--- config.mk ---
export PLATFORM = sky130hd
export DESIGN_NAME = dm9000a_tx_sequencer
export DESIGN_NICKNAME = d
export VERILOG_FILES = /design/src/rtl/dm9000a_tx_sequencer.sv
export SDC_FILE = /design/constraint.sdc
export NUM_CORES = 1
export LEC_CHECK = 0
export BUFFER_PORTS_ARGS = -buffer_cell sky130_fd_sc_hd__buf_2
export CELL_PAD_IN_SITES_DETAIL_PLACEMENT = 0
export CELL_PAD_IN_SITES_GLOBAL_PLACEMENT = 1
export CORE_AREA = 3 3 420 298
export CTS_CLUSTER_SIZE = 25
export DETAILED_ROUTE_END_ITERATION = 7
export DIE_AREA = 0 0 423 301
export PLACE_DENSITY = 0.59
export SLEW_MARGIN = 15
export SYNTH_ARGS = -nofsm -noshare
export SYNTH_HDL_FRONTEND = slang
export SYNTH_SLANG_ARGS = --single-unit
--- constraint.sdc ---
create_clock -name CLOCK_50 -period 3.7 [get_ports CLOCK_50]
set_input_delay 1.11 -clock CLOCK_50 [delete_from_list [all_inputs] [get_ports CLOCK_50]]
set_output_delay 1.11 -clock CLOCK_50 [all_outputs]
set_load 0.02 [all_outputs]
--- src/rtl/dm9000a_tx_sequencer.sv ---
// dm9000a_tx_sequencer
// Buffers one complete frame that arrives as a 16-bit word stream. It then
// replays the frame into the DM9000A TX SRAM over the host bus. After the
// payload it programs the TX length registers and issues the TX request.
// Only one frame is in flight at a time.
// Optional feature: define ENET_TX_PAD_EN to pad short frames with zero words
// up to 30 words (60 bytes). In the default build the payload and the length
// reflect the received word count exactly.
// Every bus write lasts 1 + WR_PULSE + WR_GAP cycles:
//   - one set-up cycle with CS_N low,
//   - WR_PULSE cycles with WR_N low,
//   - WR_GAP cycles with CS_N high and the data still held.
// All bus outputs come straight from flops, so there is no decode glitching
// on the pins.
module dm9000a_tx_sequencer #(
    parameter int DEPTH    = 64,
    parameter int WR_PULSE = 2,
    parameter int WR_GAP   = 2,
    parameter int HOLDOFF  = 32
) (
    input  logic        CLOCK_50,
    input  logic        RST_N,
    input  logic [15:0] s_data,
    input  logic        s_valid,
    input  logic        s_last,
    output logic        s_ready,
    output logic [15:0] ENET_DATA,
    output logic        ENET_CMD,
    output logic        ENET_CS_N,
    output logic        ENET_WR_N,
    output logic        ENET_RD_N,
    output logic        busy,
    output logic        tx_done,
    output logic        overflow
);

    localparam int WR_LEN    = 1 + WR_PULSE + WR_GAP;
    localparam int PAD_WORDS = 30;
`ifdef ENET_TX_PAD_EN
    localparam int MIN_WORDS = PAD_WORDS;
`else
    localparam int MIN_WORDS = 1;
`endif
    localparam int NMAX = (DEPTH > PAD_WORDS) ? DEPTH : PAD_WORDS;
    localparam int CW   = $clog2(NMAX + 1);
    localparam int AW   = (DEPTH > 1) ? $clog2(DEPTH) : 1;
    localparam int PMAX = (WR_LEN > HOLDOFF) ? WR_LEN : HOLDOFF;
    localparam int PW   = $clog2(PMAX + 1);

    // Bus-writing states are consecutive so that each successor is state + 1.
    // PAYLOAD is the exception: it repeats once per word.
    localparam logic [3:0] ST_FILL      = 4'd0;
    localparam logic [3:0] ST_DROP      = 4'd1;
    localparam logic [3:0] ST_MWCMD_IDX = 4'd2;
    localparam logic [3:0] ST_PAYLOAD   = 4'd3;
    localparam logic [3:0] ST_TXPLL_IDX = 4'd4;
    localparam logic [3:0] ST_TXPLL_DAT = 4'd5;
    localparam logic [3:0] ST_TXPLH_IDX = 4'd6;
    localparam logic [3:0] ST_TXPLH_DAT = 4'd7;
    localparam logic [3:0] ST_TCR_IDX   = 4'd8;
    localparam logic [3:0] ST_TCR_DAT   = 4'd9;
    localparam logic [3:0] ST_HOLDOFF   = 4'd10;

    logic [15:0]   mem [DEPTH];
    logic [15:0]   rd_data_q;
    logic          mem_we;

    logic [3:0]    state_q,    state_d;
    logic [PW-1:0] phase_q,    phase_d;
    logic [CW-1:0] count_q,    count_d;
    logic [CW-1:0] widx_q,     widx_d;
    logic [15:0]   data_q,     data_d;
    logic          cmd_q,      cmd_d;
    logic          cs_n_q,     cs_n_d;
    logic          wr_n_q,     wr_n_d;
    logic          busy_q,     busy_d;
    logic          tx_done_q,  tx_done_d;
    logic          overflow_q, overflow_d;
    logic          rdy_q;

    logic          accept;
    logic          last_phase;
    logic [CW-1:0] ntot;
    logic [15:0]   len;

    function automatic logic is_write(input logic [3:0] s);
        return (s != ST_FILL) && (s != ST_DROP) && (s != ST_HOLDOFF);
    endfunction

    assign s_ready   = rdy_q && ((state_q == ST_FILL) || (state_q == ST_DROP));
    assign accept    = s_valid && s_ready;
    assign ntot      = (count_q < CW'(MIN_WORDS)) ? CW'(MIN_WORDS) : count_q;
    assign len       = 16'(ntot) << 1;

    assign ENET_DATA = data_q;
    assign ENET_CMD  = cmd_q;
    assign ENET_CS_N = cs_n_q;
    assign ENET_WR_N = wr_n_q;
    assign ENET_RD_N = 1'b1;
    assign busy      = busy_q;
    assign tx_done   = tx_done_q;
    assign overflow  = overflow_q;

    // Frame buffer: write at the fill pointer, registered read at the replay index.
    always_ff @(posedge CLOCK_50) begin
        if (mem_we) begin
            mem[count_q[AW-1:0]] <= s_data;
        end
        rd_data_q <= mem[widx_q[AW-1:0]];
    end

    // Sequencer next state; outputs are decoded from the next state so the pins stay registered.
    always_comb begin
        state_d    = state_q;
        phase_d    = phase_q;
        count_d    = count_q;
        widx_d     = widx_q;
        data_d     = data_q;
        cmd_d      = cmd_q;
        overflow_d = 1'b0;
        mem_we     = 1'b0;
        last_phase = (phase_q == PW'(WR_LEN - 1));

        case (state_q)
            ST_FILL: begin
                if (accept) begin
                    mem_we = 1'b1;
                    if (s_last) begin
                        count_d = count_q + CW'(1);
                        state_d = ST_MWCMD_IDX;
                        phase_d = '0;
                        widx_d  = '0;
                    end else if (count_q == CW'(DEPTH - 1)) begin
                        overflow_d = 1'b1;
                        state_d    = ST_DROP;
                        count_d    = '0;
                    end else begin
                        count_d = count_q + CW'(1);
                    end
                end
            end
            ST_DROP: begin
                if (accept && s_last) begin
                    state_d = ST_FILL;
                    count_d = '0;
                end
            end
            ST_HOLDOFF: begin
                if (phase_q == PW'(HOLDOFF - 1)) begin
                    state_d = ST_FILL;
                    phase_d = '0;
                    count_d = '0;
                    widx_d  = '0;
                end else begin
                    phase_d = phase_q + PW'(1);
                end
            end
            ST_PAYLOAD: begin
                if (last_phase) begin
                    phase_d = '0;
                    if (widx_q == ntot) begin
                        state_d = ST_TXPLL_IDX;
                    end
                end else begin
                    phase_d = phase_q + PW'(1);
                end
            end
            default: begin
                if (last_phase) begin
                    phase_d = '0;
                    state_d = state_q + 4'd1;
                end else begin
                    phase_d = phase_q + PW'(1);
                end
            end
        endcase

        // A write starts whenever a bus state is entered at phase 0.
        // Its command and data are latched then and held for the whole write.
        if (is_write(state_d) && (phase_d == '0)) begin
            case (state_d)
                ST_MWCMD_IDX: begin cmd_d = 1'b0; data_d = 16'h00F8; end
                ST_PAYLOAD: begin
                    cmd_d  = 1'b1;
                    data_d = (widx_q < count_q) ? rd_data_q : 16'h0000;
                    widx_d = widx_q + CW'(1);
                end
                ST_TXPLL_IDX: begin cmd_d = 1'b0; data_d = 16'h00FC; end
                ST_TXPLL_DAT: begin cmd_d = 1'b1; data_d = {8'h00, len[7:0]}; end
                ST_TXPLH_IDX: begin cmd_d = 1'b0; data_d = 16'h00FD; end
                ST_TXPLH_DAT: begin cmd_d = 1'b1; data_d = {8'h00, len[15:8]}; end
                ST_TCR_IDX:   begin cmd_d = 1'b0; data_d = 16'h0002; end
                default:      begin cmd_d = 1'b1; data_d = 16'h0001; end
            endcase
        end

        cs_n_d    = !(is_write(state_d) && (phase_d <= PW'(WR_PULSE)));
        wr_n_d    = !(is_write(state_d) && (phase_d >= PW'(1)) && (phase_d <= PW'(WR_PULSE)));
        busy_d    = (state_d != ST_FILL) && (state_d != ST_DROP);
        tx_done_d = (state_d == ST_TCR_DAT) && (phase_d == PW'(WR_LEN - 1));
    end

    // State and registered outputs; reset aborts any write in progress.
    always_ff @(posedge CLOCK_50) begin
        if (!RST_N) begin
            state_q    <= ST_FILL;
            phase_q    <= '0;
            count_q    <= '0;
            widx_q     <= '0;
            data_q     <= 16'h0000;
            cmd_q      <= 1'b0;
            cs_n_q     <= 1'b1;
            wr_n_q     <= 1'b1;
            busy_q     <= 1'b0;
            tx_done_q  <= 1'b0;
            overflow_q <= 1'b0;
            rdy_q      <= 1'b0;
        end else begin
            state_q    <= state_d;
            phase_q    <= phase_d;
            count_q    <= count_d;
            widx_q     <= widx_d;
            data_q     <= data_d;
            cmd_q      <= cmd_d;
            cs_n_q     <= cs_n_d;
            wr_n_q     <= wr_n_d;
            busy_q     <= busy_d;
            tx_done_q  <= tx_done_d;
            overflow_q <= overflow_d;
            rdy_q      <= 1'b1;
        end
    end

endmodule

==> results.sh <==
export IMPL_status="completed"
export IMPL_cts_tree="done"
export IMPL_grt_overflow=0
export IMPL_syn_area_per_cell_um2=22.4
export IMPL_timing_final_crit_share_pct=90.6
export IMPL_nFillCells=10672
export IMPL_synth_seq_area_share_pct=75.5
export IMPL_hold_viol_final=0
export IMPL_area_delta_synth_final_pct=15.0
export IMPL_crit_fanout=7
export IMPL_cts_max_path_buffers=3
export IMPL_fin_tns_setup_ns=0
export IMPL_yosys_warnings=0
export IMPL_synth_top_area_share_pct=72.5
export IMPL_rows=107
export IMPL_grt_pass1_vias=20063
export IMPL_power_density_mw_per_mm2=502
export IMPL_hpwlAfterDp_mm=66.9
export IMPL_leakage_nw=14.7
export IMPL_cp_arrival_ns=2.24
export IMPL_yosys_most_used_dff="edfxtp_1"
export IMPL_placedCellCount=3585
export IMPL_post_cts_resized=0
export IMPL_clk_root_buffer_cell="clkbuf_16"
export IMPL_clock_skew_final_ns=0.0394
export IMPL_routed_wl_mm=108
export IMPL_grt_pass1_wl_mm=154
export IMPL_die_y_um=301
export IMPL_cpPeakStageDelay_ns=0.42
export IMPL_synth_area_leaders="edfxtp_1 (73%), mux4_2 (18%), dfxtp_1 (3.0%), nor2_1 (0.81%), clkbuf_1 (0.43%)"
export IMPL_clkLatencyLatePin_ns=0.71
export IMPL_drcViolationCount=0
export IMPL_drive_above_1_share_pct=32.9
export IMPL_dieArea_mm2=0.127
export IMPL_drv_cap=0
export IMPL_ff_latch_area_mm2=0.0320
export IMPL_irDropWorstVdd_uv=393
export IMPL_start_util_pct=34.9
export IMPL_slew_headroom_pct=27.6
export IMPL_coreArea_mm2=0.121
export IMPL_multi_input_area_mm2=0.00996
export IMPL_routedWlPerCell_um=28.6
export IMPL_synth_area_mm2=0.0424
export IMPL_fin_cells=3780
export IMPL_maxSlewViolCount=0
export IMPL_critPathRequiredTime_ns=2.59
export IMPL_synthCells=1894
export IMPL_h_tree_depth=3
export IMPL_hold_buffers=0
export IMPL_power_mw=24.5
export IMPL_cp_slowest_cell="dfxtp_1"
export IMPL_postCtsSetupBuffers=0
export IMPL_rsz0062_at_grt="no"
export IMPL_ys_top_cells_by_count="edfxtp_1 (1024), mux4_2 (336), nor2_1 (92)"
export IMPL_min_path_type="register to register"
export IMPL_drtIter0Drc=2299
export IMPL_synth_edf_count=1024
export IMPL_cts_inserted_buffers=103
export IMPL_place_gp_congestion=0.808
export IMPL_nets=2089
export IMPL_io_buffers=42
export IMPL_path_clk_slew_ns=0.06
export IMPL_clock_sinks=1087
export IMPL_syn_num_nets=1928
export IMPL_path_class="register to output port"
export IMPL_grt_max_degree=108
export IMPL_final_antenna_net_count=0
export IMPL_grt_use_total_pct=17.0
export IMPL_fmax_mhz=298
export IMPL_io_pins=44
export IMPL_drt_pass1_iter_count=5
export IMPL_post_synth_top_area_cell="edfxtp_1"
export IMPL_ys_types=76
export IMPL_antenna_found_initial=18
export IMPL_hold_worst_slack_ns=0.465
export IMPL_period_minus_slack_ns=3.35
export IMPL_viasPerCell=5.36
export IMPL_async_reset_ff_share_pct=0
export IMPL_tightest_slew_ns=1.08
export IMPL_path_cells="inv_1 > ha_1 > or2_2 > and3_1 > buf_2"
export IMPL_setup_violations=0
export IMPL_dr_total_vias=20273
export IMPL_start_kind="register"
export IMPL_synthMostInstantiatedCell="edfxtp_1"
export IMPL_die_width_um=423
export IMPL_end_kind="output port"
export IMPL_ys_seq_elements=1087
metal layers:
layer	up-vias	share of wire, %	routed length, um	global-route usage (%)
met2	734	43	46100	23.5
met5	-	0	0	0
li1	8367	-	-	-
met1	11054	46	49500	26.3
met3	118	9.2	9980	4.90
met4	0	2.2	2410	4.23
registers in the layout (all words and copies together), names as in the netlist:
name	cells
phase_q	6
overflow	1
count_q	7
ENET_CS_N	1
tx_done	1
ENET_CMD	1
busy	1
ENET_DATA	16
widx_q	7
rd_data_q	16
rdy_q	1
state_q	4
ENET_WR_N	1
mem	1024
power by group:
| part | internal (mW) | switching (mW) |
|---|---|---|
| Sequential | 13.5 | 0.0200 |
| Clock | 5.92 | 4.54 |
| Combinational | 0.117 | 0.409 |
layout by cell type (no fill, tap or decap), types with 7 or more instances in the layout:
master / instances
bufinv_16: 9
nor2_1: 72
nor2_2: 20
clkinv_2: 27
buf_12: 22
or3_1: 7
ha_1: 14
nand3_1: 26
clkbuf_16: 106
a32o_1: 7
buf_2: 42
a22o_1: 13
and3_1: 10
mux4_2: 336
dfxtp_1: 59
clkinv_1: 16
buf_4: 93
clkbuf_1: 23
inv_1: 12
xnor2_1: 9
and2_1: 8
a21oi_1: 21
edfxtp_1: 1024
nand2_1: 33
o21ai_0: 15
area by class of cell:
cell class | instances | share of cell area, %
sequential | 1087 | 65.7
multi-input combinational | 693 | 20.4
clock buffer | 131 | 5.68
tap | 1635 | 4.20
timing repair buffer | 157 | 2.77
clock inverter | 60 | 1.12
inverter | 13 | 0.100
antenna | 4 | 0.0205
final timing paths:
| check | startpoint | end | slack (ns) | cells after the start |
|---|---|---|---|---|
| setup / recovery | state_q[0] | s_ready | 0.35 | 5 |
| hold / removal | rd_data_q[11] | ENET_DATA[11] | 0.47 | 2 |
| setup reg to reg | state_q[0] | ENET_DATA[9] | 0.46 | 10 |
| hold reg to reg | rd_data_q[11] | ENET_DATA[11] | 0.47 | 2 |
stage by stage:
| step | utilization, % | setup slack, ns | instance area (um^2) |
|---|---|---|---|
| after floorplan | - | 0.310 | 42400 |
| after global placement | 37.5 | 0.112 | 45400 |
| after detailed placement | 37.5 | 0.0128 | 45400 |
| after CTS | 40.2 | 0.276 | 48700 |
| after global routing | 40.2 | 0.220 | 48700 |
| final | 40.2 | 0.348 | 48700 |
worst max-delay path: cells and delay by family (launching register included):
kind | cells | cell delay [ns]
flip-flops | 1 | 0.42
buffers and inverters | 2 | 0.28
AND/OR/NAND/NOR | 2 | 0.53
adder cells (fa/ha/maj) | 1 | 0.29
kinds of logic after synthesis:
logic type / Yosys count / synth area share [%]
xor gates and xnor gates: 13 / 0.269
other: 1 / 0.00885
buffers and inverters: 114 / 1.21
muxes: 341 / 18.0
and+or+nand+nor: 222 / 2.65
AOI/OAI and AO/OA: 102 / 1.95
adders and majority gates: 14 / 0.413
DFF: 1087 / 75.5
(Power assumes the default switching activity.)
